===== config.mk =====
export PLATFORM = sky130hd
export DESIGN_NAME = csr_access_unit
export DESIGN_NICKNAME = d
export VERILOG_FILES = /design/src/rtl/csr_pkg.sv /design/src/rtl/csr_wdata_calc.sv /design/src/rtl/csr_access_unit.sv
export SDC_FILE = /design/constraint.sdc
export NUM_CORES = 1
export LEC_CHECK = 0
export CAP_MARGIN = 30
export CORE_MARGIN = 4
export CORE_UTILIZATION = 45
export DETAILED_ROUTE_END_ITERATION = 7
export PLACE_DENSITY = 0.86
export SYNTH_ARGS = -nofsm -noshare
export SYNTH_HDL_FRONTEND = slang
export SYNTH_SLANG_ARGS = --single-unit

===== constraint.sdc =====
create_clock -name clk -period 4 [get_ports clk]
set_input_delay 0.8 -clock clk [delete_from_list [all_inputs] [get_ports clk]]
set_output_delay 0.8 -clock clk [all_outputs]
set_load 0.02 [all_outputs]

===== src/rtl/csr_pkg.sv =====
// Shared types and constants for the machine-mode CSR access unit: op codes,
// CSR addresses, write-control encodings and FSM states.
package csr_pkg;

    typedef enum logic [2:0] {
        CSR_OP_RW    = 3'd0,
        CSR_OP_RS    = 3'd1,
        CSR_OP_RC    = 3'd2,
        CSR_OP_ECALL = 3'd3,
        CSR_OP_MRET  = 3'd4
    } csr_op_e;

    localparam logic [11:0] CSR_MSTATUS  = 12'h300;
    localparam logic [11:0] CSR_MTVEC    = 12'h305;
    localparam logic [11:0] CSR_MSCRATCH = 12'h340;
    localparam logic [11:0] CSR_MEPC     = 12'h341;
    localparam logic [11:0] CSR_MCAUSE   = 12'h342;

    localparam logic [1:0] CTR_NONE = 2'b00;
    localparam logic [1:0] CTR_W1   = 2'b10;
    localparam logic [1:0] CTR_W12  = 2'b11;

    typedef enum logic [1:0] {
        ST_IDLE  = 2'd0,
        ST_READ  = 2'd1,
        ST_WRITE = 2'd2,
        ST_RESP  = 2'd3
    } state_e;

    function automatic logic is_csrrx(input logic [2:0] op);
        return (op == CSR_OP_RW) || (op == CSR_OP_RS) || (op == CSR_OP_RC);
    endfunction

    function automatic logic is_defined_op(input logic [2:0] op);
        return op <= CSR_OP_MRET;
    endfunction

    function automatic logic is_known_csr(input logic [11:0] addr);
        return (addr == CSR_MSTATUS) || (addr == CSR_MTVEC) || (addr == CSR_MSCRATCH) ||
               (addr == CSR_MEPC) || (addr == CSR_MCAUSE);
    endfunction

endpackage


===== src/rtl/csr_wdata_calc.sv =====
// Combinational write-data generator for CSRRW/CSRRS/CSRRC; a set/clear with a
// zero source is a pure read and produces no write enable.
module csr_wdata_calc
    import csr_pkg::*;
#(
    parameter int XLEN = 32
) (
    input  logic [2:0]      op_i,
    input  logic [XLEN-1:0] old_i,
    input  logic [XLEN-1:0] src_i,
    input  logic            src_zero_i,
    output logic [XLEN-1:0] wdata_o,
    output logic            we_o
);

    always_comb begin
        wdata_o = '0;
        we_o    = 1'b0;
        case (op_i)
            CSR_OP_RW: begin
                wdata_o = src_i;
                we_o    = 1'b1;
            end
            CSR_OP_RS: begin
                if (!src_zero_i) begin
                    wdata_o = old_i | src_i;
                    we_o    = 1'b1;
                end
            end
            CSR_OP_RC: begin
                if (!src_zero_i) begin
                    wdata_o = old_i & ~src_i;
                    we_o    = 1'b1;
                end
            end
            default: begin
                wdata_o = '0;
                we_o    = 1'b0;
            end
        endcase
    end

endmodule


===== src/rtl/csr_access_unit.sv =====
// Sequences CSR read-modify-write, ECALL and MRET against the M-mode CSR file.
// Optional build macro CSR_ACCESS_CHECK_EN rejects CSRRx to unimplemented CSRs.
module csr_access_unit
    import csr_pkg::*;
#(
    parameter int XLEN         = 32,
    parameter int MCAUSE_ECALL = 11
) (
    input  logic            clk,
    input  logic            rst,
    input  logic            req_valid,
    output logic            req_ready,
    input  logic [2:0]      req_op,
    input  logic [11:0]     req_addr,
    input  logic [XLEN-1:0] req_src,
    input  logic            req_src_zero,
    input  logic [XLEN-1:0] req_pc,
    output logic [11:0]     csr_raddr,
    input  logic [XLEN-1:0] csr_rdata,
    output logic [11:0]     csr_waddr1,
    output logic [11:0]     csr_waddr2,
    output logic [XLEN-1:0] csr_wdata1,
    output logic [XLEN-1:0] csr_wdata2,
    output logic [1:0]      csr_ctr,
    output logic            resp_valid,
    input  logic            resp_ready,
    output logic [XLEN-1:0] resp_rdata,
    output logic            resp_redirect,
    output logic [XLEN-1:0] resp_pc,
    output logic            resp_illegal
);

    state_e            state_q, state_d;
    logic [2:0]        op_q;
    logic [11:0]       addr_q;
    logic [XLEN-1:0]   src_q;
    logic              src_zero_q;
    logic [XLEN-1:0]   pc_q;
    logic [XLEN-1:0]   old_q, old_d;

    logic              access_bad;
    logic              op_illegal;
    logic [XLEN-1:0]   calc_wdata;
    logic              calc_we;

`ifdef CSR_ACCESS_CHECK_EN
    assign access_bad = is_csrrx(op_q) && !is_known_csr(addr_q);
`else
    assign access_bad = 1'b0;
`endif

    assign op_illegal = !is_defined_op(op_q);

    csr_wdata_calc #(
        .XLEN (XLEN)
    ) u_wdata_calc (
        .op_i       (op_q),
        .old_i      (old_q),
        .src_i      (src_q),
        .src_zero_i (src_zero_q),
        .wdata_o    (calc_wdata),
        .we_o       (calc_we)
    );

    always_ff @(posedge clk or negedge rst) begin
        if (!rst) begin
            state_q    <= ST_IDLE;
            op_q       <= '0;
            addr_q     <= '0;
            src_q      <= '0;
            src_zero_q <= 1'b0;
            pc_q       <= '0;
            old_q      <= '0;
        end else begin
            state_q <= state_d;
            if (state_q == ST_IDLE && req_valid) begin
                op_q       <= req_op;
                addr_q     <= req_addr;
                src_q      <= req_src;
                src_zero_q <= req_src_zero;
                pc_q       <= req_pc;
            end
            if (state_q == ST_READ) begin
                old_q <= old_d;
            end
        end
    end

    // All CSR-side and response outputs decode from state_q, so an asynchronous
    // reset drops csr_ctr in the same instant and no partial write can slip out.
    always_comb begin
        state_d       = state_q;
        old_d         = '0;
        req_ready     = 1'b0;
        csr_raddr     = '0;
        csr_waddr1    = '0;
        csr_waddr2    = '0;
        csr_wdata1    = '0;
        csr_wdata2    = '0;
        csr_ctr       = CTR_NONE;
        resp_valid    = 1'b0;
        resp_rdata    = '0;
        resp_redirect = 1'b0;
        resp_pc       = '0;
        resp_illegal  = 1'b0;

        case (state_q)
            ST_IDLE: begin
                req_ready = 1'b1;
                if (req_valid) begin
                    state_d = ST_READ;
                end
            end
            ST_READ: begin
                state_d = ST_WRITE;
                case (op_q)
                    CSR_OP_RW, CSR_OP_RS, CSR_OP_RC: begin
                        if (!access_bad) begin
                            csr_raddr = addr_q;
                            old_d     = csr_rdata;
                        end
                    end
                    CSR_OP_ECALL: begin
                        csr_raddr = CSR_MTVEC;
                        old_d     = csr_rdata;
                    end
                    CSR_OP_MRET: begin
                        csr_raddr = CSR_MEPC;
                        old_d     = csr_rdata;
                    end
                    default: begin
                        csr_raddr = '0;
                        old_d     = '0;
                    end
                endcase
            end
            ST_WRITE: begin
                state_d = ST_RESP;
                if (op_q == CSR_OP_ECALL) begin
                    csr_ctr    = CTR_W12;
                    csr_waddr1 = CSR_MEPC;
                    csr_wdata1 = pc_q;
                    csr_waddr2 = CSR_MCAUSE;
                    csr_wdata2 = XLEN'(MCAUSE_ECALL);
                end else if (calc_we && !access_bad) begin
                    csr_ctr    = CTR_W1;
                    csr_waddr1 = addr_q;
                    csr_wdata1 = calc_wdata;
                end
            end
            ST_RESP: begin
                resp_valid   = 1'b1;
                resp_illegal = op_illegal || access_bad;
                if (is_csrrx(op_q) && !access_bad) begin
                    resp_rdata = old_q;
                end
                if (op_q == CSR_OP_ECALL || op_q == CSR_OP_MRET) begin
                    resp_redirect = 1'b1;
                    resp_pc       = old_q;
                end
                if (resp_ready) begin
                    state_d = ST_IDLE;
                end
            end
            default: begin
                state_d = ST_IDLE;
            end
        endcase
    end

endmodule


==> impl_results.md, run 1 <==
- Leakage Power: ~0.0038 uW
- Largest net degree at the start of global routing: between 60 and 70
- Crit path max fanout: 21
- Die Span X: about 130 um
- Mapped Cells: between 600 and 700
- Status: finished, final reports clean
- Period utilisation layout: a little over nine tenths
- Core region area: ~13,000 um2
- Final hold violation count: 0
- Max rail drop VDD: about 0.00045 V
- Remaining Overflow, GRT: 0
- # rows: 42
- Synth warnings: 0
- Initial antenna violation count: 0
- # port buffers: between 200 and 250
- ANT nets after route: 0
- All-Layer GR Usage: between 20% and 30%
- Pwr Density: ~730 nW/um2
- Crit. End Element: output pin
- Routability cong.: between 0.8 and 0.9
- Post-synth EDFFs: 0
- Slew HR: a little over two fifths
- Critical Path RT: 3.20 ns
- Critical path type: reg2out
- Root Buffer: clkbuf_16
- Sequential share of the synthesized area: roughly 46%
- CP Launch Point: op_q[1]$_DFFE_PN0P_
- Number of global-route vias before repair: between 5,000 and 6,000
- Final wirelength: between 20,000 and 25,000 um
- Setup-failing EPs final: 0
- Design Power: 6730 uW
- TritonCTS clock tree: built
- Minimum clock period: between 3 and 4 ns
- Commonest cells post-synth: dfrtp_1 (114), mux2_2 (80), nand2_1 (68), and2_1 (52), buf_4 (48)
- Fin. max-slew vios: 0
- Synth top area share: between 40% and 50%
- Worst-margin pin slew: 0.846 ns
- CTS sink cnt: roughly 110
- Nets@finish: slightly below 1,000
- Synth Flop Type: dfrtp_1
- HP Class: in2async
- Maximum root-to-sink buffer count: 2
- Fmax: around 0.26 GHz
- Post-DP HPWL: between 10,000 and 15,000 um
- Area Growth Syn to Fin: 47.6%
- TritonCTS buffer count: 17
- Setup total negative slack: 0 ns
- DRC violations left: 0
- H-tree depth: 4
- Worst-Skew Late Latency: 0.41 ns
- WL per Instance: a little under 20 um
- Most common cell in the netlist: dfrtp_1
- Mapped Area: between 6000 and 7000 um2
- Post-CTS Setup Repair Bufs: 0
- Max-cap viol count: 0
- Critical Path AT: around 3 ns
- First-pass GRT wire length: about 31,000 um
- Reg2reg start: state_q[1]$_DFFE_PN0P_
- Initial DRC Count: 368
- Fraction of registers with async set/reset: 100%
- Critical path launch point type: flip-flop
- Dominant cells by area after synthesis: dfrtp_1 (46%), mux2_2 (14%), buf_4 (5.8%)
- Top-level port count: approximately 290
- Vias: between 5,000 and 6,000
- TritonRoute pass-1 iters: 4
- Post-synthesis cell type count: 34
- Die height: approximately 130 um
- RSZ-0062 raised after global routing: no
- Initial Utilization: between 40% and 50%
- CTS clk-pin slew, worst paths: 0.05 ns
- Area leader, netlist: dfrtp_1
- Die area: around 16,000 um2
- Skew final: 0.00740 ns
- Post-route cell area: around 9200 um2
- Share of layout cells above drive strength 1: 15.8%
- Flops & latches, synth: around 110
- Placed cell area: around 8600 um2
- Inserted Diodes: 0
- Avg Cell Area, Syn: roughly 10 um2
- Routed vias/inst: about 5.3
-- through the flow --
step                hold WS [ns]  std cells  worst slack [ns]  utilization, %
floorplan                  0.480        648              1.33               -
global placement           0.487        998             0.607            64.5
detailed placement         0.495        998             0.503            64.5
CTS                        0.506       1028            0.0478            68.5
global route               0.511       1029            0.0639            68.5
finish                     0.489       1029             0.182            68.5
-- layer usage --
layer | track usage, % | wire, um | vias up | part of all wire, %
met3 | 8.36 | 1790 | 42 | 8.8
met2 | 41.5 | 10000 | 276 | 49
met5 | 0 | 0 | - | 0
li1 | - | - | 2499 | -
met4 | 10.6 | 507 | 0 | 2.5
met1 | 30.0 | 7990 | 2684 | 39
-- area by class of cell --
cell class	count	area (um2)
multi-input combinational	407	2810
inverter	38	143
timing repair buffer	264	2630
fill	991	4220
tap	176	220
clock buffer	24	502
sequential	114	2850
clock inverter	6	30.0
-- repair_timing --
action	4_1_cts	5_1_grt
hold buffers	0	0
endpoints found under the setup margin	0	16
gates resized for setup	0	0
-- sequential cells by signal (all words and copies together) (netlist names) --
signal      cells
op_q            3
old_q          32
addr_q         12
src_q          32
pc_q           32
src_zero_q      1
state_q         2
-- cell usage in the layout, fill, tap and decap left out, types with 4 or more instances in the layout --
cell	netlist	routed
clkdlybuf4s50_1	0	247
dfrtp_1	114	114
mux2_2	80	80
nand2_1	68	67
and2_1	52	52
conb_1	1	37
inv_1	36	36
o21ai_0	36	36
nor4_1	32	32
o31ai_1	32	32
a22o_1	32	32
clkbuf_16	0	17
buf_4	48	15
nor2_1	9	9
a21oi_1	7	7
clkinv_2	0	6
clkbuf_8	0	5
ha_1	4	4
-- logic make-up after synthesis --
group,synth area share (%)
flip-flops,45.8
AO/OA/AOI/OAI,12.9
adder cells (fa/ha/maj),0.804
other,0.0603
multiplexers,14.5
AND/OR/NAND/NOR,14.3
buffers and inverters,11.6
-- worst max-delay path, cell delays in order (launching register included) --
cell and delay, ns:
dfrtp_1 0.60, and2_4 0.42, nand2b_2 0.11, a21oi_4 0.45, buf_4 0.25, and2_1 0.15, clkdlybuf4s50_1 0.62
-- final timing paths --
check | endpoint | cells after the start | slack (ns)
max in group asynchronous | op_q[2]$_DFFE_PN0P_ | 2 | 2.62
worst max register to register | old_q[30]$_DFFE_PN0P_ | 7 | 1.68
worst max-delay path | resp_pc[27] | 6 | 0.18
worst min register to register | pc_q[31]$_DFFE_PN0P_ | 1 | 0.50
worst min-delay path | addr_q[11]$_DFFE_PN0P_ | 1 | 0.49
min in group clk | pc_q[31]$_DFFE_PN0P_ | 1 | 0.50
-- power breakdown --
group	total (uW)	switching, uW	leakage [uW]	internal [uW]
registers	2120	391	0.00137	1730
logic	3250	1820	0.00219	1430
clock network	1350	496	0.000271	858
(Power assumes the default switching activity.)
==> inputs of run 2 (changes only) <==
Settings changed: CORE_UTILIZATION 45 to 42, GPL_TIMING_DRIVEN set to 0, PLACE_DENSITY 0.86 to 0.81.
Clock period 4 ns to 3.6 ns, I/O delays scaled along.
==> run 2 against run 1 <==
Net effect: global-route usage shrank 0.17 points; count of clock-buffer cells in the layout shrank 3; cell area grew 6.6%; critical endpoint is now resp_rdata[4].
==> impl_results.md, run 2 (synthesis results as in run 1) <==
- Placed cell area: 9100 um2 (was 8640 um2)
- Initial antenna violation count: 0 (unchanged)
- RSZ-0062 raised after global routing: no (unchanged)
- ANT nets after route: 0 (unchanged)
- TritonCTS buffer count: 17 (unchanged)
- Worst-Skew Late Latency: 0.42 ns (was 0.41 ns)
- Hold WS: 0.261 ns (was 0.489 ns)
- H-tree depth: 4 (unchanged)
- Commonest non-fill, non-tap cell in the layout: clkdlybuf4s50_1 (unchanged)
- Routed vias/inst: 5.05 (was 5.35)
- Skew final: 0.00688 ns (was 0.00740 ns)
- Critical path type: reg2out (unchanged)
- Post-DP HPWL: 15,200 um (was 14,200 um)
- Final std cells w/o fill: 1,112 (was 1,029)
- Core region area: 14,500 um2 (was 13,400 um2)
- DRC violations left: 0 (unchanged)
- Share of layout cells above drive strength 1: 21.6% (was 15.8%)
- TritonCTS clock tree: built (unchanged)
- Hold Buf Count CTS: 0 (unchanged)
- Remaining Overflow, GRT: 0 (unchanged)
- Critical Path RT: 2.88 ns (was 3.20 ns)
- Final hold violation count: 0 (unchanged)
- Number of placed cells counting well taps: 1,081 (was 998)
- Initial Utilization: 42.8% (was 46.4%)
- Status: finished, final reports clean (unchanged)
- Post-route cell area: 9790 um2 (was 9180 um2)
- Max-cap viol count: 0 (unchanged)
- Area Growth Syn to Fin: 57.3% (was 47.6%)
- Root Buffer: clkbuf_16 (unchanged)
- Die area: 16,800 um2 (was 15,800 um2)
- Post-CTS Setup Repair Bufs: 0 (unchanged)
- Minimum clock period: 3.49 ns
- Setup total negative slack: 0 ns (unchanged)
- Worst-margin pin slew: 0.838 ns (was 0.846 ns)
- Vias: 5,612 (was 5,501)
- Top-level port count: 286 (unchanged)
- Top Registers: old_q x32, pc_q x32, src_q x32 (unchanged)
- Slowest CP cell: clkdlybuf4s50_1 (unchanged)
- WL per Instance: 18.7 um (was 19.7 um)
- Inserted Diodes: 0 (unchanged)
- Setup-failing EPs final: 0 (unchanged)
- Slew HR: 44.0% (was 43.6%)
- Fin. max-slew vios: 0 (unchanged)
- Largest net degree at the start of global routing: 60 (was 68)
- Crit path max fanout: 10 (was 21)
- Maximum root-to-sink buffer count: 2 (unchanged)
- Die height: 130 um (was 126 um)
- Initial DRC Count: 270 (was 368)
- Crit. End Element: output pin (unchanged)
- Fmax: 0.286 GHz
- Worst reg-to-reg setup slack: 1.60 ns (was 1.68 ns)
- Max rail drop VDD: 0.000531 V (was 0.000449 V)
- First-pass GRT wire length: 31,900 um (was 31,300 um)
- Final wirelength: 20,800 um (was 20,300 um)
- Number of global-route vias before repair: 5,892 (was 5,671)
- Routability cong.: 0.827 (was 0.824)
- TritonRoute pass-1 iters: 4 (unchanged)
- Nets@finish: 1,036 (was 962)
- Design Power: 8020 uW (was 6730 uW)
- # port buffers: 248 (unchanged)
- Die Span X: 130 um (was 126 um)
- Post-cts resize count: 0 (unchanged)
- All-Layer GR Usage: 24.9% (was 25.1%)
- CTS sink cnt: 114 (unchanged)
- Critical Path AT: 2.77 ns (was 3.02 ns)
- Leakage Power: 0.00422 uW (was 0.00384 uW)
- # rows: 44 (was 42)
- Most frequent cells in the layout: clkdlybuf4s50_1 (247), dfrtp_1 (114), mux2_2 (80), nand2_1 (68), and2_1 (52) (was clkdlybuf4s50_1 (247), dfrtp_1 (114), mux2_2 (80), nand2_1 (67), and2_1 (52))
- Slowest stage delay, CP: 0.68 ns (was 0.62 ns)
- Crit path cell chain: ha_1 > clkinvlp_4 > clkbuf_1 > nor4_1 > clkdlybuf4s50_1 (was and2_4 > nand2b_2 > a21oi_4 > buf_4 > and2_1 > clkdlybuf4s50_1)
- Period utilisation layout: between 90% and 100%
- Critical path launch point type: flip-flop (unchanged)
- Pwr Density: 820 nW/um2 (was 732 nW/um2)
- HP Class: in2async (unchanged)
- CTS clk-pin slew, worst paths: 0.05 ns (about the same)
## run 2: cell types whose count changed in the layout (fill, tap and decap cells not counted), sizes merged
cell	previous run	this run
clkinvlp	0	2
clkbuf	24	34
bufinv	0	6
clkinv	7	3
and2	54	53
buf	17	79
## run 2: report_power, final
part	total, uW	switching, uW	internal, uW
Sequential	2300	372	1920
Combinational	3790	2100	1690
Clock	1940	574	1360
Total	8020	3050	4970
## run 2: cell type report
cell class	instances	area, um2
Timing Repair Buffer	249	2510
Tap cell	184	230
Buffer	90	581
Clock inverter	10	203
Sequential cell	114	2850
Fill cell	1210	4750
Multi-Input combinational cell	406	2780
Clock buffer	21	480
Inverter	38	146
## run 2: worst paths after layout
path                                   startpoint  cells past startpoint                    end
min in group clk              pc_q[4]$_DFFE_PN0P_                      1    pc_q[4]$_DFFE_PN0P_
max                        state_q[0]$_DFFE_PN0P_                      5          resp_rdata[4]
max in group asynchronous                     rst                      2  old_q[14]$_DFFE_PN0P_
min                                           rst                      1  addr_q[7]$_DFFE_PN0P_
max reg2reg                state_q[0]$_DFFE_PN0P_                      5   pc_q[28]$_DFFE_PN0P_
min reg2reg                   pc_q[4]$_DFFE_PN0P_                      1    pc_q[4]$_DFFE_PN0P_
## run 2: per-stage QoR
stage / utilization (%) / setup WS, ns
global route: 67.3 / 0.0118
detailed placement: 62.6 / 0.558
floorplan: - / 1.01
global placement: 62.4 / -2.81
CTS: 67.3 / 0.0859
finish: 67.3 / 0.107
## run 2: routing by layer
layer / part of all wire, % / GRT usage [%] / vias up
li1: - / - / 2636
met1: 38 / 29.4 / 2681
met2: 50 / 43.4 / 265
met3: 9.4 / 7.90 / 30
met4: 2.0 / 8.01 / 0
met5: 0 / 0 / -
## run 2: critical path: cells and delay by family, from the launching register on
family | cells | cell delay, ns
flops | 1 | 0.39
simple gates | 1 | 0.41
buf+inv | 3 | 1.27
fa+ha+maj | 1 | 0.28
